$ cat src/rtl/muldiv_unit.sv
// muldiv_unit: iterative unsigned multiply / divide unit for the execute stage.
//
// Multiply is shift-add, LSB first; divide is restoring. Each takes WIDTH
// iterations in CALC. A divide by zero skips CALC and completes right away.
//
// Ports:
//   clk          system clock, rising edge
//   reset        asynchronous, active-high reset
//   start        single-cycle request, only taken in IDLE or DONE
//   op           0 = multiply, 1 = divide
//   SrcA         multiplicand / dividend
//   SrcB         multiplier / divisor
//   result_lo    product low half / quotient
//   result_hi    product high half / remainder
//   busy         operation in flight (pipeline stall request)
//   done         one-cycle completion pulse; results valid from this cycle
//   div_by_zero  last divide had SrcB == 0; cleared on the next accepted start
//   Zero         multiply: product == 0; divide: quotient == 0
//   dbg_state    current FSM state (IDLE=0, CALC=1, DONE=2)
//
// Handshake: a request is taken on any rising edge where start=1 and the
// unit is not busy (IDLE or DONE). busy is the only back-pressure, and done
// pulses for exactly one cycle per completed operation.
module muldiv_unit #(
  parameter int WIDTH = 8,
  parameter int CNT_W = 4
) (
  input  logic             clk,
  input  logic             reset,
  input  logic             start,
  input  logic             op,
  input  logic [WIDTH-1:0] SrcA,
  input  logic [WIDTH-1:0] SrcB,
  output logic [WIDTH-1:0] result_lo,
  output logic [WIDTH-1:0] result_hi,
  output logic             busy,
  output logic             done,
  output logic             div_by_zero,
  output logic             Zero,
  output logic [1:0]       dbg_state
);

  typedef enum logic [1:0] {
    S_IDLE = 2'd0,
    S_CALC = 2'd1,
    S_DONE = 2'd2
  } state_t;

  localparam logic [CNT_W-1:0] LAST = CNT_W'(WIDTH - 1);

  state_t             state_q;
  logic               op_q;
  logic [WIDTH-1:0]   opnd_q;   // multiplicand (mul) or divisor (div)
  logic [2*WIDTH-1:0] acc_q;    // {hi, multiplier/product} or {rem, dividend/quotient}
  logic [CNT_W-1:0]   cnt_q;
  logic [2*WIDTH-1:0] acc_d;

  logic [WIDTH:0]     mul_sum;
  logic [WIDTH:0]     div_shift;
  logic [WIDTH:0]     div_diff;
  logic               div_ge;

  assign dbg_state = state_q;

  // One iteration of the selected algorithm.
  always_comb begin
    mul_sum   = '0;
    div_shift = '0;
    div_diff  = '0;
    div_ge    = 1'b0;
    acc_d     = acc_q;
    // Multiply: the carry out of the upper-half add becomes the new MSB
    // after the right shift, so no product bit is lost.
    mul_sum   = {1'b0, acc_q[2*WIDTH-1:WIDTH]} +
                (acc_q[0] ? {1'b0, opnd_q} : {(WIDTH+1){1'b0}});
    // Divide: {rem, dividend} << 1 exposes a WIDTH+1 bit partial remainder.
    div_shift = {acc_q[2*WIDTH-1:WIDTH], acc_q[WIDTH-1]};
    div_ge    = (div_shift >= {1'b0, opnd_q});
    div_diff  = div_shift - {1'b0, opnd_q};
    if (op_q) begin
      // The partial remainder stays below 2*divisor, so the kept value fits WIDTH bits.
      acc_d = {(div_ge ? div_diff[WIDTH-1:0] : div_shift[WIDTH-1:0]),
               acc_q[WIDTH-2:0], div_ge};
    end else begin
      acc_d = {mul_sum, acc_q[WIDTH-1:1]};
    end
  end

  always_ff @(posedge clk or posedge reset) begin
    if (reset) begin
      state_q     <= S_IDLE;
      op_q        <= 1'b0;
      opnd_q      <= '0;
      acc_q       <= '0;
      cnt_q       <= '0;
      result_lo   <= '0;
      result_hi   <= '0;
      busy        <= 1'b0;
      done        <= 1'b0;
      div_by_zero <= 1'b0;
      Zero        <= 1'b0;
    end else begin
      done <= 1'b0;
      case (state_q)
        S_IDLE, S_DONE: begin
          if (start) begin
            op_q        <= op;
            cnt_q       <= '0;
            div_by_zero <= 1'b0;
            if (op && (SrcB == '0)) begin
              // Divide by zero finishes on the accepting edge.
              state_q     <= S_DONE;
              busy        <= 1'b0;
              done        <= 1'b1;
              opnd_q      <= SrcB;
              acc_q       <= {{WIDTH{1'b0}}, SrcA};
              result_lo   <= '0;
              result_hi   <= SrcA;
              div_by_zero <= 1'b1;
              Zero        <= 1'b1;
            end else begin
              state_q <= S_CALC;
              busy    <= 1'b1;
              opnd_q  <= op ? SrcB : SrcA;
              acc_q   <= {{WIDTH{1'b0}}, (op ? SrcA : SrcB)};
            end
          end else begin
            state_q <= S_IDLE;
          end
        end
        S_CALC: begin
          acc_q <= acc_d;
          cnt_q <= cnt_q + 1'b1;
          if (cnt_q == LAST) begin
            // Results are loaded only from the final iteration, so partial
            // values never reach the output ports.
            state_q   <= S_DONE;
            busy      <= 1'b0;
            done      <= 1'b1;
            result_lo <= acc_d[WIDTH-1:0];
            result_hi <= acc_d[2*WIDTH-1:WIDTH];
            Zero      <= op_q ? (acc_d[WIDTH-1:0] == '0) : (acc_d == '0);
          end
        end
        default: begin
          state_q <= S_IDLE;
          busy    <= 1'b0;
        end
      endcase
    end
  end

endmodule
$ cat config.mk
export PLATFORM = sky130hd
export DESIGN_NAME = muldiv_unit
export DESIGN_NICKNAME = d
export VERILOG_FILES = /design/src/rtl/muldiv_unit.sv
export SDC_FILE = /design/constraint.sdc
export NUM_CORES = 1
export LEC_CHECK = 0
export ABC_CLOCK_PERIOD_IN_PS = 3790
export CORE_MARGIN = 2
export CORE_UTILIZATION = 50
export DETAILED_ROUTE_END_ITERATION = 10
export PLACE_DENSITY = 0.73
export RECOVER_POWER = 100
export SYNTH_ARGS = -nofsm -noshare
export SYNTH_HDL_FRONTEND = slang
export SYNTH_SLANG_ARGS = --single-unit
$ cat constraint.sdc
create_clock -name clk -period 3.79 [get_ports clk]
set_input_delay 0.5685 -clock clk [delete_from_list [all_inputs] [get_ports clk]]
set_output_delay 0.5685 -clock clk [all_outputs]
set_load 0.005 [all_outputs]
==> results by stage, run 1 <==
Outcome:
- The flow ran to the end, but the final reports show violations.
- The final reports fail on max-capacitance violations, max-slew violations.

CTS:
- The TritonCTS buffer count is 5.
- Clock-pin slew was measured on the worst setup and hold paths at 80 ps.
- The total clock sinks is 51.
- The master cell of the clock root buffer is sky130_fd_sc_hd__clkbuf_8.
- The TritonCTS clock tree is done.
- The maximum root-to-sink buffer count is 2.
- Gates resized during post-CTS repair numbered 0.
- The number of post-CTS setup repair buffers is 0.
- For the worst-skew pair, the clock arrives at the later sink with an insertion delay of 300 ps.
- In this run, post-CTS hold repair placed 0 buffers.
- In this run the number of H-tree levels came out at 2.

Power:
- The largest voltage drop on the vdd net is 0.444 mV.
- The power density over cell area is 952 mW/mm².
- The design draws 3.65 mW.
- The leakage power figure is 1.73 nW.

STA:
- The fmax is 0.306 GHz.
- The fraction of the cycle the final worst path needs is 86.1%.
- The smallest clock period supported by the final layout is computed as 3260 ps.
- Setup repair after global routing left no endpoint under its margin.
- The worst-margin pin slew is 1870 ps.
- The count of final hold-check violations is 0.
- Setup violations remaining at the end of the flow were counted as 0.
- In this run the tightest slew margin relative to its limit is -24.7%.
- The worst hold slack is 485 ps.
- The setup TNS after final layout is 0 ps.
- The number of max-slew violations in the final report is 52.
- The worst-case clock skew is 10.3 ps.

Setup path:
- The arrival time reported for the critical path endpoint is 3470 ps.
- The critical path endpoint category is a flip-flop.
- Walking the worst path, the cells encountered are and2_0 > ha_1 > fa_1 > a211oi_1 > o21ai_0 > a211oi_1 > nor3_1 > a311oi_1 > o21ai_0 > nand4b_1 > o31ai_1.
- The largest individual stage delay along the critical path comes from the cell sky130_fd_sc_hd__dfrtp_1.
- The startpoint kind of the worst setup timing path is a flip-flop.
- The highest fanout seen on the critical path is 11.
- The data required time at the worst endpoint is 3990 ps.
- The worst setup path category is reg -> reg.
- The highest cell delay on the worst timing path is 490 ps.

Logic synthesis:
- The most common cell in the synthesized netlist is sky130_fd_sc_hd__dfrtp_1.
- The cell area that synthesis handed to floorplanning was 0.00330 mm².
- During synthesis, Yosys emitted a total of 0 warnings.
- The synthesized design contains 51 register bits.
- The register area share after synthesis is 38.7%.
- The unique cell type count in the Yosys netlist is 55.
- For this run, asynchronously set or reset flops after synthesis account for 100%.
- The top cell type's share of synthesized area is 38.7%.
- For this run, the leading register cell type out of synthesis is sky130_fd_sc_hd__dfrtp_1.
- The synthesized instance count is 372.
- Sorting the synthesized cells by area gives the leading types as sky130_fd_sc_hd__dfrtp_1 (39%), sky130_fd_sc_hd__o21ai_0 (7.4%), sky130_fd_sc_hd__mux2i_1 (7.3%), sky130_fd_sc_hd__ha_1 (6.5%), sky130_fd_sc_hd__nand2_1 (5.7%).
- In the synthesized netlist, the cells that appear most often are sky130_fd_sc_hd__dfrtp_1 (51), sky130_fd_sc_hd__nand2_1 (50), sky130_fd_sc_hd__o21ai_0 (49).
- The count of flip-flops with a built-in enable after synthesis is 0.
- When the netlist entered floorplanning its net count stood at 411.
- A synthesized cell averages 8.86 µm².
- The largest area contributor in the netlist is sky130_fd_sc_hd__dfrtp_1.

Final layout:
- The fraction of layout instances using a drive strength above 1 is 4.16%.
- The final core utilization is 60.5%.
- The number of antenna diodes is 0.
- The number of nets in the final layout is 448.
- The number of standard cells in the final layout excluding fillers is 486.
- The layout-stage area growth over the synthesis result is 16.5%.

Die:
- The effective utilization at floorplan is 51.9%.
- The die is 85.2 µm wide.
- Measured along the y axis, the die boundary spans 85.2 µm.
- The number of core rows is 29.
- The number of ports placed on the die boundary is 42.
- The die covers 0.00726 mm².
- The core region is 0.00635 mm².

Hold path:
- In this run the worst hold path is classified as reg -> reg.

GRT:
- The via count of the first global-routing pass is 2,800.
- The remaining global-route overflow is 0.
- Entering global routing, the biggest net connects 52 pins.
- The wire length of the first global-routing pass is 14,100 µm.
- The number of antenna violations at the first check in global routing is 0.
- Global routing used 24.7% of the available tracks.

Detailed routing:
- The final layout contains routed wiring with a total length of 8390 µm.
- After detailed routing, the number of remaining DRC violations is 0.
- The total routed wire length on the met1 layer is 3980 µm.
- The detailed router placed 2,859 vias in this run.
- The top routing layer in use is met4.
- In the detailed route, the total length drawn on met2 is 3820 µm.
- The number of vias per cell after detailed routing is 5.88.
- Before antenna repair, the detailed router went through 7 iterations.
- The number of design-rule violations left by the first detailed-router iteration is 262.
- The average wire per cell in the routed design is 17.3 µm.
- The met3 routed wirelength is 514 µm.
- The number of nets with antenna violations after routing is 0.

Placement:
- The post-DP HPWL is 6450 µm.
- In this run the tool buffered the top-level ports with 41 buffer cells.
- The weighted congestion at the end of routability-driven global placement is 0.899.
- The cell total after placement is 479.

Job:
- The total of max-cap violations is 1.
metal layers:
metal | vias to the layer above | track usage (%)
li1 | 1410 | -
met1 | 1340 | 37.3
met2 | 99 | 38.3
met3 | 10 | 3.02
met4 | 0 | 5.19
met5 | - | 0
cells in the final DEF, fill, tap and decap left out, drive strengths merged, types with 3 or more instances in the layout:
cell type	instances
nor2	25
o31ai	4
inv	16
ha	17
a21o	6
o21ai	51
and2	9
a211oi	5
a31oi	3
nand2	51
xor2	5
dlygate4sd3	24
nand3	6
nor2b	5
buf	4
or2	3
dfrtp	51
clkbuf	7
nand2b	3
o211ai	12
nor3	6
clkdlybuf4s50	17
nand4	4
a21oi	17
mux2i	24
o21a	5
logic make-up (layout without fill, tap and decap cells):
| family | Yosys count | count (layout) | synth area share (%) |
|---|---|---|---|
| simple gates | 122 | 122 | 17.9 |
| compound gates | 117 | 117 | 22.9 |
| flops | 51 | 51 | 38.7 |
| buf+inv | 32 | 69 | 3.68 |
| mux | 24 | 24 | 7.29 |
| fa+ha+maj | 19 | 19 | 7.67 |
| xor+xnor | 7 | 7 | 1.86 |
power by group:
group	total, mW	switching [mW]	internal, mW
Combinational	2.24	1.29	0.955
Sequential	1.05	0.243	0.804
Clock	0.362	0.168	0.194
Total	3.65	1.70	1.95
final timing paths:
kind	startpoint	end	slack, ps	cells past startpoint
min in group asynchronous	reset	done	1300	2
setup / recovery	acc_q[0]	Zero	530	11
hold reg to reg	result_lo[2]	result_lo[2]	480	2
setup reg to reg	acc_q[0]	Zero	530	11
max in group asynchronous	reset	acc_q[15]	1400	2
hold / removal	result_lo[2]	result_lo[2]	480	2
sequential cells by signal, summed over array words and instances (netlist names), 2 cells and up:
signal	count
opnd_q	8
result_hi	8
dbg_state	2
cnt_q	4
acc_q	16
result_lo	8
final cells by class:
| type | count | area (µm²) |
|---|---|---|
| inverters | 16 | 60.1 |
| well taps | 77 | 96.3 |
| fillers | 566 | 2510 |
| repair buffers | 46 | 444 |
| flip-flops and latches | 51 | 1280 |
| clock buffers | 6 | 72.6 |
| multi-input cells | 289 | 1860 |
| clock inverters | 1 | 30.0 |
critical path, delay by kind of cell, from the launching register on:
| family | cells | cell delay [ps] |
|---|---|---|
| AOI/OAI and AO/OA | 6 | 1580 |
| adders and majority gates | 2 | 630 |
| DFF | 1 | 490 |
| and+or+nand+nor | 3 | 470 |
through the flow:
step                cell area [µm²]  setup WS (ps)
detailed placement             3780            741
CTS                            3880            712
global route                   3840            263
finish                         3840            525
floorplan                      3300           1080
global placement               3780            766
No activity file was read; power rests on OpenSTA's default activity.
==> run 2: changes to the inputs <==
Settings changed: CAP_MARGIN set to 10.
==> results of run 2 <==
No change in the layout: final DEF, timing and power equal those of run 1.
